### config.mk
export PLATFORM = sky130hd
export DESIGN_NAME = mux2_1_byte_packer
export DESIGN_NICKNAME = d
export VERILOG_FILES = /design/src/rtl/mux2_1_byte_packer.sv
export SDC_FILE = /design/constraint.sdc
export NUM_CORES = 1
export LEC_CHECK = 0
export ABC_CLOCK_PERIOD_IN_PS = 2070
export CORE_MARGIN = 8
export CORE_UTILIZATION = 40
export CTS_BUF_LIST = sky130_fd_sc_hd__clkbuf_4 sky130_fd_sc_hd__clkbuf_8
export DETAILED_ROUTE_END_ITERATION = 6
export HOLD_SLACK_MARGIN = 0.08
export PLACE_DENSITY = 0.66
export SETUP_SLACK_MARGIN = 0.2
export SYNTH_ARGS = -nofsm -noshare
export SYNTH_HDL_FRONTEND = slang
export SYNTH_SLANG_ARGS = --single-unit
### constraint.sdc
create_clock -name clk -period 2.07 [get_ports clk]
set_input_delay 0.414 -clock clk [delete_from_list [all_inputs] [get_ports clk]]
set_output_delay 0.414 -clock clk [all_outputs]
set_load 0.01 [all_outputs]
### src/rtl/mux2_1_byte_packer.sv
// Purpose : packs four consecutive 2-bit mux symbols into one byte on a valid/ready output.
// Latency : a byte appears on data_out/valid_out the cycle after the edge accepting its 4th symbol.
// Backpressure: in_ready drops only when a byte would complete into a full, non-draining output register.
//
// Ports:
//   clk, reset              single clock, synchronous active-high reset
//   data_in/valid_in        upstream symbol and its qualifier
//   in_ready                combinational accept indication to upstream
//   data_out/valid_out      packed byte and its qualifier
//   out_ready               downstream consume strobe
//   fill_level              symbols currently held in the accumulator (0..3)
module mux2_1_byte_packer #(
    parameter int LSB_FIRST = 1
) (
    input  logic       clk,
    input  logic       reset,
    input  logic [1:0] data_in,
    input  logic       valid_in,
    output logic       in_ready,
    output logic [7:0] data_out,
    output logic       valid_out,
    input  logic       out_ready,
    output logic [1:0] fill_level
);

    // Slot k of acc always lives at acc[2k+1:2k]; the bit order of the
    // finished byte is decided only when the byte is assembled.
    logic [5:0] acc;
    logic [1:0] cnt;
    logic       accept;
    logic       complete;
    logic [7:0] byte_full;

    // Only a completing symbol needs room in the output register, so
    // partial-byte symbols keep flowing even while the output is stalled.
    assign in_ready   = !((cnt == 2'd3) && valid_out && !out_ready);
    assign accept     = valid_in && in_ready;
    assign complete   = accept && (cnt == 2'd3);
    assign fill_level = cnt;

    always_comb begin
        byte_full = 8'h00;
        if (LSB_FIRST != 0) begin
            byte_full = {data_in, acc};
        end else begin
            byte_full = {acc[1:0], acc[3:2], acc[5:4], data_in};
        end
    end

    always_ff @(posedge clk) begin
        if (reset) begin
            acc       <= 6'd0;
            cnt       <= 2'd0;
            data_out  <= 8'h00;
            valid_out <= 1'b0;
        end else begin
            if (accept && !complete) begin
                case (cnt)
                    2'd0:    acc[1:0] <= data_in;
                    2'd1:    acc[3:2] <= data_in;
                    2'd2:    acc[5:4] <= data_in;
                    default: ;
                endcase
                cnt <= cnt + 2'd1;
            end

            // A completing byte overrides a same-cycle drain, so a
            // drain+load keeps valid_out high with no bubble.
            if (complete) begin
                data_out  <= byte_full;
                valid_out <= 1'b1;
                acc       <= 6'd0;
                cnt       <= 2'd0;
            end else if (valid_out && out_ready) begin
                valid_out <= 1'b0;
            end
        end
    end

endmodule
==> flow_summary_export.csv, run 1 <==
group,metric,value,unit
synthesis,postSynthAreaPerCell,9.51,µm²
setup_path,cp.required,1.66,ns
pwr,p_per_area,611,mW/mm²
setup_path,path_cells,"clkdlybuf4s50_1, nor2b_4, nand2_2, dlygate4sd2_1",
setup_path,end_kind,"output port",
detailed_routing,drc,0,
global_routing,antenna_found_initial,0,
layout,drive_gt1_frac,0.124,
detailed_routing,first_pass_iters,4,
layout,nets,108,
die,die-width,59.6,µm
die,ios,18,
pwr,p_leak,0.357,nW
sta,worst_slew_pin_slew,0.598,ns
cts,htreeDepth,1,
placed_design,place_ws,0.0457,ns
detailed_routing,antenna_left,0,
die,die_area,0.00355,mm²
global_routing,grt_pass1_vias,578,
cts,hold_buffers,0,
synthesis,ys_seq_area_frac,0.447,
sta,fin_crit,1.79,ns
sta,final.period_utilization,0.866,
synthesis,synth_area,761,µm²
placed_design,place_congestion,0.757,
sta,clock.fmax,0.558,GHz
placed_design,port_buffers,17,
setup_path,cp_slowest_cell,"clkdlybuf4s50_1",
detailed_routing,routed_wirelength,1570,µm
setup_path,crit_path_start_kind,"primary input",
synthesis,ys_types,21,
cts,cts_max_path_buffers,2,
die,fp.dieH,59.6,µm
global_routing,grt_max_degree,18,
layout,n_antenna_cell,0,
sta,setup_viol_count_final,0,
placed_design,dp_hpwl,1150,µm
sta,drv_slew,0,
setup_path,crit_path_max_incr_delay,0.45,ns
detailed_routing,wl_per_cell,12.9,µm
die,core,0.00176,mm²
cts,cts.sinks,17,
cts,cts_made_buffers,3,
setup_path,cp_max_fo,2,
setup_path,worst-setup-path-type,"in -> out",
sta,rsz0062_at_grt,"false",
sta,hold_viol,0,
die,initial_core_util,0.431,
sta,slew_headroom,0.600,
cts,cts.clk_slew.worst_paths,0.10,ns
sta,timing.final.ws_setup,0.278,ns
layout,area_growth,26.6,%
cts,cts-root-buf,"clkbuf_4",
cts,cts_setup_buffers,0,
setup_path,path_buf_inv,2,
hold_path,worst_hold_path_type,"reg -> reg",
global_routing,track_usage,0.0991,
die,num_rows,15,
detailed_routing,vias_per_cell,5.14,
synthesis,netlist_instances,80,
cts,clock_latency,0.29,ns
setup_path,cp_top_family,"buffers and inverters",
global_routing,grt_pass1_wl,2650,µm
run,cap_violations,0,
pwr,peakVddDrop,0.278,mV
global_routing,overflow,0,
synthesis,syn_nets,90,
detailed_routing,drt-initial-drc-count,6,
synthesis,synth_seq_cells,17,
setup_path,worstPathArrival,1.38,ns
cts,tritoncts,"yes",
detailed_routing,vias,627,
cts,cts_resized,2,
sta,fin_tns_setup,0,ns
layout,fill_cells,172,
sta,skew,0.00319,ns
synthesis,synth_warnings,0,
run_status,run_status,"completed",
power breakdown:
group          total [mW]  internal, mW  switching (mW)
Clock               0.179        0.0719           0.107
Sequential          0.344         0.337         0.00755
Combinational      0.0660        0.0335          0.0325
cell usage after synthesis:
library cell   n  area, µm²
nor2_1         1       3.75
mux2i_1        6       60.1
nor2b_4        1       13.8
and2_1         1       6.26
nand2b_1       1       6.26
nand3_1        9       45.0
inv_1          2       7.51
buf_6          2       22.5
a2bb2oi_1      1       8.76
nand3b_1       3       22.5
buf_1          1       3.75
ha_1           4       50.1
nor3_1         6       30.0
o21ai_0        8       40.0
a21oi_1       10       50.1
buf_2          2       10.0
nand2_2        2       12.5
a311oi_2       1       15.0
dfxtp_1       17        340
nor2_2         1       6.26
nor2b_1        1       6.26
metal layers:
| metal | track usage | wire length (µm) |
|---|---|---|
| met1 | 0.121 | 732 |
| met2 | 0.149 | 731 |
| met3 | 0.0260 | 70 |
| met4 | 0.0612 | 34 |
| met5 | 0 | 0 |
tightest hold or removal path: stages (launching register included):
cell,delay (ns)
dfxtp_1,0.32
nand3_1,0.06
a21oi_1,0.05
path summary, 6_finish.rpt:
path	startpoint	endpoint	slack (ns)	cells past startpoint
worst min register to register	acc[0]	data_out[0]	0.47	2
worst min-delay path	acc[0]	data_out[0]	0.47	2
worst max register to register	fill_level[1]	data_out[5]	0.73	4
worst max-delay path	out_ready	in_ready	0.28	4
per-stage QoR:
step | cells | power (mW) | hold slack [ns] | util | area, µm²
3_5_place_dp | 118 | 0.417 | 0.457 | 0.529 | 933
6_report | 122 | 0.589 | 0.471 | 0.546 | 963
4_1_cts | 122 | 0.594 | 0.473 | 0.545 | 962
3_3_place_gp | 118 | 0.416 | 0.456 | 0.529 | 933
5_1_grt | 122 | 0.624 | 0.482 | 0.546 | 963
2_1_floorplan | 80 | 0.389 | 0.443 | - | 761
cell families after synthesis:
kind of cell               synth area share
AOI/OAI and AO/OA                     0.150
adders and majority gates            0.0658
buffers and inverters                0.0576
DFF                                   0.447
muxes                                0.0790
and+or+nand+nor                       0.201
layout by cell type (no fill, tap or decap), types with 2 or more instances in the layout:
master,synthesis,final
inv_1,2,2
dfxtp_1,17,16
a21oi_1,10,10
mux2i_1,6,6
nor3_1,6,6
nand3b_1,3,3
o21ai_0,8,8
nand2_2,2,2
clkbuf_4,0,3
clkdlybuf4s50_1,0,16
ha_1,4,3
nand3_1,9,9
layout make-up:
cell class / instances / area [µm²] / share of cell area
flip-flops and latches: 17 / 342 / 0.355
well taps: 25 / 31.3 / 0.0325
clock inverters: 1 / 5.00 / 0.00519
clock buffers: 3 / 22.5 / 0.0234
repair buffers: 18 / 176 / 0.183
multi-input cells: 56 / 379 / 0.394
inverters: 2 / 7.51 / 0.00779
flip-flops by register name (all words and copies together) (netlist names):
signal,cells
acc,6
valid_out,1
fill_level,2
data_out,8
No activity file was read; power rests on OpenSTA's default activity.
==> inputs of run 2 (changes only) <==
--- a/config.mk
+++ b/config.mk
@@ -5,7 +5,7 @@
 export SDC_FILE = /design/constraint.sdc
 export NUM_CORES = 1
 export LEC_CHECK = 0
-export ABC_CLOCK_PERIOD_IN_PS = 2070
+export ABC_CLOCK_PERIOD_IN_PS = 2000
 export CORE_MARGIN = 8
 export CORE_UTILIZATION = 40
 export CTS_BUF_LIST = sky130_fd_sc_hd__clkbuf_4 sky130_fd_sc_hd__clkbuf_8
==> constraint.sdc (replaced) <==
create_clock -name clk -period 2 [get_ports clk]
set_input_delay 0.4 -clock clk [delete_from_list [all_inputs] [get_ports clk]]
set_output_delay 0.4 -clock clk [all_outputs]
set_load 0.01 [all_outputs]
==> run 2 against run 1 <==
Hold slack improved by 0.0030 ns. Final cell count increased by 0.82%. Clock skew increased by 0.0012 ns. Worst setup slack got worse by 0.040 ns. Non-clock buffer count increased by 1. Global-route usage increased by 0.43 points. Core utilization increased by 0.99 points. Sequential cell count unchanged. Critical path depth unchanged. Design area increased by 1.8%. Sequential power increased by 4%. Routed wire length increased by 5.5%. Largest cell class unchanged.
==> flow_summary_export.csv, run 2 (synthesized netlist as in run 1, its figures left out) <==
group,metric,value,unit
global_routing,track_usage,0.103,
pwr,switching_power,0.156,mW
global_routing,antenna_found_initial,0,
pwr,p_leak,0.362,nW
layout,n_antenna_cell,0,
setup_path,ff2ff_path_depth,5,
die,die_area,0.00355,mm²
detailed_routing,vias,637,
sta,setup_viol_count_final,0,
cts,clock_latency,0.30,ns
sta,timing.final.ws_setup,0.238,ns
detailed_routing,antenna_left,0,
layout,final_core_util,0.556,
cts,cts-root-buf,"clkbuf_4",
sta,hold_viol,0,
cts,cts.sinks,17,
layout,nets,109,
hold_path,worst_hold_path_type,"reg -> reg",
cts,cts_setup_buffers,0,
layout,max_flop_register,"data_out",
die,num_rows,15,
die,die-width,59.6,µm
layout,area_growth,28.9,%
pwr,peakVddDrop,0.388,mV
layout,largest_reg_flops,8,
die,initial_core_util,0.431,
detailed_routing,drc,0,
detailed_routing,vias_per_cell,5.18,
sta,skew,0.00436,ns
setup_path,end_kind,"output port",
die,core,0.00176,mm²
cts,cts.clk_slew.worst_paths,0.10,ns
setup_path,crit_path_max_incr_delay,0.46,ns
setup_path,cp.required,1.60,ns
detailed_routing,drt-initial-drc-count,10,
setup_path,path_cells,"clkdlybuf4s50_1, nor2b_4, nand2_2, dlygate4sd2_1",
hold_path,min_path_cells,2,
placed_design,dp.cells,119,
pwr,fin_total_pwr,0.614,mW
run,cap_violations,0,
cts,htreeDepth,1,
cts,tritoncts,"yes",
global_routing,grt_max_degree,18,
sta,clock.fmax,0.567,GHz
placed_design,dp_hpwl,1190,µm
detailed_routing,first_pass_iters,4,
die,ios,18,
layout,final_cell_mix,"dfxtp_1, clkdlybuf4s50_1, a21oi_1",
die,fp.dieH,59.6,µm
layout,drive_gt1_frac,0.133,
pwr,netSwitchingFraction,0.254,
cts,cts_max_path_buffers,2,
sta,slew_headroom,0.571,
placed_design,port_buffers,17,
pwr,power_frac_seq,0.583,
pwr,p_comb_frac,0.112,
global_routing,overflow,0,
sta,drv_slew,0,
layout,final_cells,123,
global_routing,grt_pass1_vias,590,
setup_path,worst-setup-path-type,"in -> out",
placed_design,place_congestion,0.726,
setup_path,cp_slowest_cell,"clkdlybuf4s50_1",
setup_path,crit_path_start_kind,"primary input",
sta,rsz0062_at_grt,"false",
cts,cts_made_buffers,3,
pwr,p_per_area,626,mW/mm²
detailed_routing,routed_wirelength,1660,µm
pwr,p_int,0.458,mW
placed_design,place_ws,-0.00397,ns
pwr,p_clk_frac,0.305,
setup_path,worstPathArrival,1.36,ns
sta,worst_slew_pin_slew,0.641,ns
layout,fill_cells,192,
global_routing,grt_pass1_wl,2770,µm
sta,fin_crit,1.76,ns
detailed_routing,wl_per_cell,13.5,µm
sta,final.period_utilization,0.881,
setup_path,cp_max_fo,2,
run_status,run_status,"completed",
run 2: path summary, 6_finish.rpt:
kind / from / to / slack [ns]
worst min-delay path: acc[1] / data_out[1] / 0.47
worst max-delay path: out_ready / in_ready / 0.24
worst min register to register: acc[1] / data_out[1] / 0.47
worst max register to register: fill_level[1] / acc[3] / 0.69
run 2: power by group through the flow:
stage / registers, mW / clock network, mW / logic, mW
after floorplan: 0.364 / 0 / 0.0386
after global placement: 0.364 / 0 / 0.0669
after detailed placement: 0.364 / 0 / 0.0681
after CTS: 0.357 / 0.198 / 0.0687
after global routing: 0.360 / 0.213 / 0.0751
final: 0.358 / 0.187 / 0.0691
run 2: routing by layer:
| metal | vias up | routed length (µm) | global-route usage |
|---|---|---|---|
| met3 | 2 | 138 | 0.0477 |
| met4 | 0 | 13 | 0.0408 |
| met2 | 22 | 775 | 0.171 |
| met5 | - | 0 | 0 |
| met1 | 292 | 727 | 0.111 |
| li1 | 321 | - | - |
run 2: area by class of cell:
| type | count | area [µm²] | share of cell area |
|---|---|---|---|
| Timing Repair Buffer | 19 | 184 | 0.187 |
| Tap cell | 25 | 31.3 | 0.0319 |
| Clock inverter | 1 | 5.00 | 0.00510 |
| Multi-Input combinational cell | 56 | 389 | 0.397 |
| Sequential cell | 17 | 342 | 0.348 |
| Clock buffer | 3 | 22.5 | 0.0230 |
| Inverter | 2 | 7.51 | 0.00765 |
run 2: through the flow:
step	area [µm²]	hold WS [ns]	setup TNS (ns)
2_1_floorplan	761	0.443	0
3_3_place_gp	941	0.457	0
3_5_place_dp	941	0.460	-0.00397
4_1_cts	971	0.476	0
5_1_grt	981	0.499	0
6_report	981	0.474	0
run 2: critical path, delay by kind of cell:
family,cells,cell delay [ns]
AND/OR/NAND/NOR,2,0.21
buffers and inverters,2,0.74
run 2: what timing repair did:
| action | CTS | global route |
|---|---|---|
| pin swaps | 0 | 0 |
| hold buffers | 0 | 0 |
| resized for setup | 3 | 1 |
| endpoints found under the setup margin | 1 | 1 |
| endpoints found under the hold margin | 0 | 0 |
==> inputs of run 3 (changes only) <==
--- a/config.mk
+++ b/config.mk
@@ -5,13 +5,13 @@
 export SDC_FILE = /design/constraint.sdc
 export NUM_CORES = 1
 export LEC_CHECK = 0
-export ABC_CLOCK_PERIOD_IN_PS = 2000
+export ABC_CLOCK_PERIOD_IN_PS = 1650
 export CORE_MARGIN = 8
-export CORE_UTILIZATION = 40
+export CORE_UTILIZATION = 50
 export CTS_BUF_LIST = sky130_fd_sc_hd__clkbuf_4 sky130_fd_sc_hd__clkbuf_8
 export DETAILED_ROUTE_END_ITERATION = 6
 export HOLD_SLACK_MARGIN = 0.08
-export PLACE_DENSITY = 0.66
+export PLACE_DENSITY = 0.8
 export SETUP_SLACK_MARGIN = 0.2
 export SYNTH_ARGS = -nofsm -noshare
 export SYNTH_HDL_FRONTEND = slang
==> constraint.sdc (replaced) <==
create_clock -name clk -period 1.65 [get_ports clk]
set_input_delay 0.33 -clock clk [delete_from_list [all_inputs] [get_ports clk]]
set_output_delay 0.33 -clock clk [all_outputs]
set_load 0.01 [all_outputs]
==> run 3 against run 2 <==
Total power is 20% higher. Count of clock-buffer cells in the layout unchanged. Design area is 1.4% lower. Register-to-register slack got worse by 0.33 ns. Global-route usage grew 1.0 points. Routed wire length is 9.2% lower. Largest cell class unchanged. Largest power group unchanged.
==> flow_summary_export.csv, run 3 (synthesized netlist as in run 1, its figures left out) <==
group,metric,value,unit
setup_path,cp_slowest_cell,"dfxtp_4",
sta,slew_headroom,0.799,
placed_design,dp.cells,113,
layout,n_antenna_cell,0,
setup_path,path_cells,"ha_1, nand2_2, clkbuf_2",
detailed_routing,vias,613,
sta,hold_viol,0,
layout,final_cells,117,
cts,tritoncts,"yes",
detailed_routing,drt-initial-drc-count,2,
die,ios,18,
sta,clock.fmax,0.716,GHz
setup_path,crit_path_start_kind,"register",
pwr,p_per_area,762,mW/mm²
setup_path,worst-r2r-setup-slack,0.36,ns
sta,setup_viol_count_final,0,
layout,nets,112,
setup_path,ff2ff_path_depth,5,
pwr,fin_total_pwr,0.737,mW
hold_path,hp-start,"acc[1]",
global_routing,antenna_found_initial,0,
cts,cts-root-buf,"clkbuf_4",
cts,cts.sinks,17,
layout,layout_commonest_cell,"dfxtp_1",
placed_design,port_buffers,17,
run,cap_violations,0,
detailed_routing,drc,0,
sta,whs,0.455,ns
global_routing,grt_pass1_vias,574,
global_routing,grt_pass1_wl,2550,µm
pwr,p_leak,0.442,nW
cts,clock_latency,0.29,ns
detailed_routing,wl_per_cell,12.8,µm
cts,cts_max_path_buffers,2,
sta,worst_slew_pin_slew,0.301,ns
die,fp.dieH,55.0,µm
global_routing,track_usage,0.114,
placed_design,place_ws,-0.206,ns
setup_path,r2r_end,"acc[1]",
detailed_routing,antenna_left,0,
cts,cts.clk_slew.worst_paths,0.11,ns
layout,max_flop_register,"data_out",
setup_path,cp.required,1.32,ns
cts,cts_made_buffers,3,
hold_path,holdPathEnd,"data_out[1]",
detailed_routing,routed_wirelength,1500,µm
setup_path,r2r_start,"fill_level[1]",
sta,skew,0.0129,ns
global_routing,grt_max_degree,18,
die,num_rows,14,
placed_design,place_congestion,0.761,
setup_path,end_kind,"output port",
die,die-width,55.0,µm
die,die_area,0.00303,mm²
sta,timing.final.ws_setup,0.254,ns
cts,htreeDepth,1,
layout,area_growth,27.1,%
sta,fin_crit,1.40,ns
placed_design,dp_hpwl,1130,µm
sta,rsz0062_at_grt,"false",
hold_path,worst_hold_path_type,"reg -> reg",
pwr,peakVddDrop,0.445,mV
global_routing,overflow,0,
die,core,0.00147,mm²
layout,final_cell_mix,"dfxtp_1, dlygate4sd2_1, a21oi_1",
layout,final_core_util,0.657,
setup_path,worst-setup-path-type,"reg -> out",
sta,drv_slew,0,
setup_path,worstPathArrival,1.07,ns
hold_path,min_path_cells,2,
layout,drive_gt1_frac,0.158,
sta,final.period_utilization,0.846,
cts,hold_buffers,0,
detailed_routing,first_pass_iters,2,
layout,fill_cells,144,
die,initial_core_util,0.517,
setup_path,crit_path_max_incr_delay,0.37,ns
run_status,run_status,"completed",
setup_path,cp_max_fo,5,
detailed_routing,vias_per_cell,5.24,
layout,largest_reg_flops,8,
-- run 3: changes by cell type in the layout (fill, tap and decap cells not counted) --
cell	previous run	this run
clkdlybuf4s50_1	16	4
dlygate4sd2_1	1	11
buf_4	2	5
clkbuf_2	0	1
dfxtp_2	1	0
dfxtp_4	0	1
dlymetal6s2s_1	0	1
ha_1	3	4
ha_4	1	0
-- run 3: through the flow --
| step | cell area, µm² | setup TNS (ns) |
|---|---|---|
| 3_5_place_dp | 952 | -0.206 |
| 4_1_cts | 966 | 0 |
| 2_1_floorplan | 761 | 0 |
| 6_report | 967 | 0 |
| 3_3_place_gp | 952 | -0.204 |
| 5_1_grt | 967 | 0 |
-- run 3: repair_timing --
action	CTS	global route
endpoints found under the setup margin	12	1
resized for setup	13	4
gates cloned	0	0
buffers inserted	0	0
-- run 3: cell type report --
type | count | area, µm² | area share
clock buffers | 3 | 22.5 | 0.0233
inverters | 2 | 7.51 | 0.00776
well taps | 16 | 20.0 | 0.0207
repair buffers | 22 | 191 | 0.198
clock inverters | 1 | 5.00 | 0.00517
multi-input cells | 56 | 377 | 0.389
flip-flops and latches | 17 | 344 | 0.356
-- run 3: where the power goes --
group | internal, mW | leakage, nW | total [mW] | switching, mW
logic | 0.0440 | 0.286 | 0.0877 | 0.0438
registers | 0.422 | 0.139 | 0.429 | 0.00748
clock network | 0.0901 | 0.0177 | 0.220 | 0.130
total | 0.556 | 0.442 | 0.737 | 0.181
-- run 3: worst max-delay path by stage --
stage                             start       end  slack [ns]  depth (start not counted)
after global routing      fill_level[1]  in_ready        0.21                          3
after CTS                     out_ready  in_ready        0.03                          4
final                     fill_level[1]  in_ready        0.25                          3
after detailed placement      out_ready  in_ready       -0.21                          4
after floorplan           fill_level[0]    acc[0]        0.37                          4
after global placement        out_ready  in_ready       -0.20                          4
-- run 3: layer usage --
layer | GRT usage | part of all wire
met3 | 0.0348 | 0.067
met4 | 0.0720 | 0.014
met1 | 0.134 | 0.45
met5 | 0 | 0
met2 | 0.175 | 0.47
-- run 3: worst max-delay path, delay by kind of cell (launching register included) --
| family | cells | cell delay, ns |
|---|---|---|
| adders and majority gates | 1 | 0.20 |
| and+or+nand+nor | 1 | 0.08 |
| DFF | 1 | 0.37 |
| buffers and inverters | 1 | 0.13 |
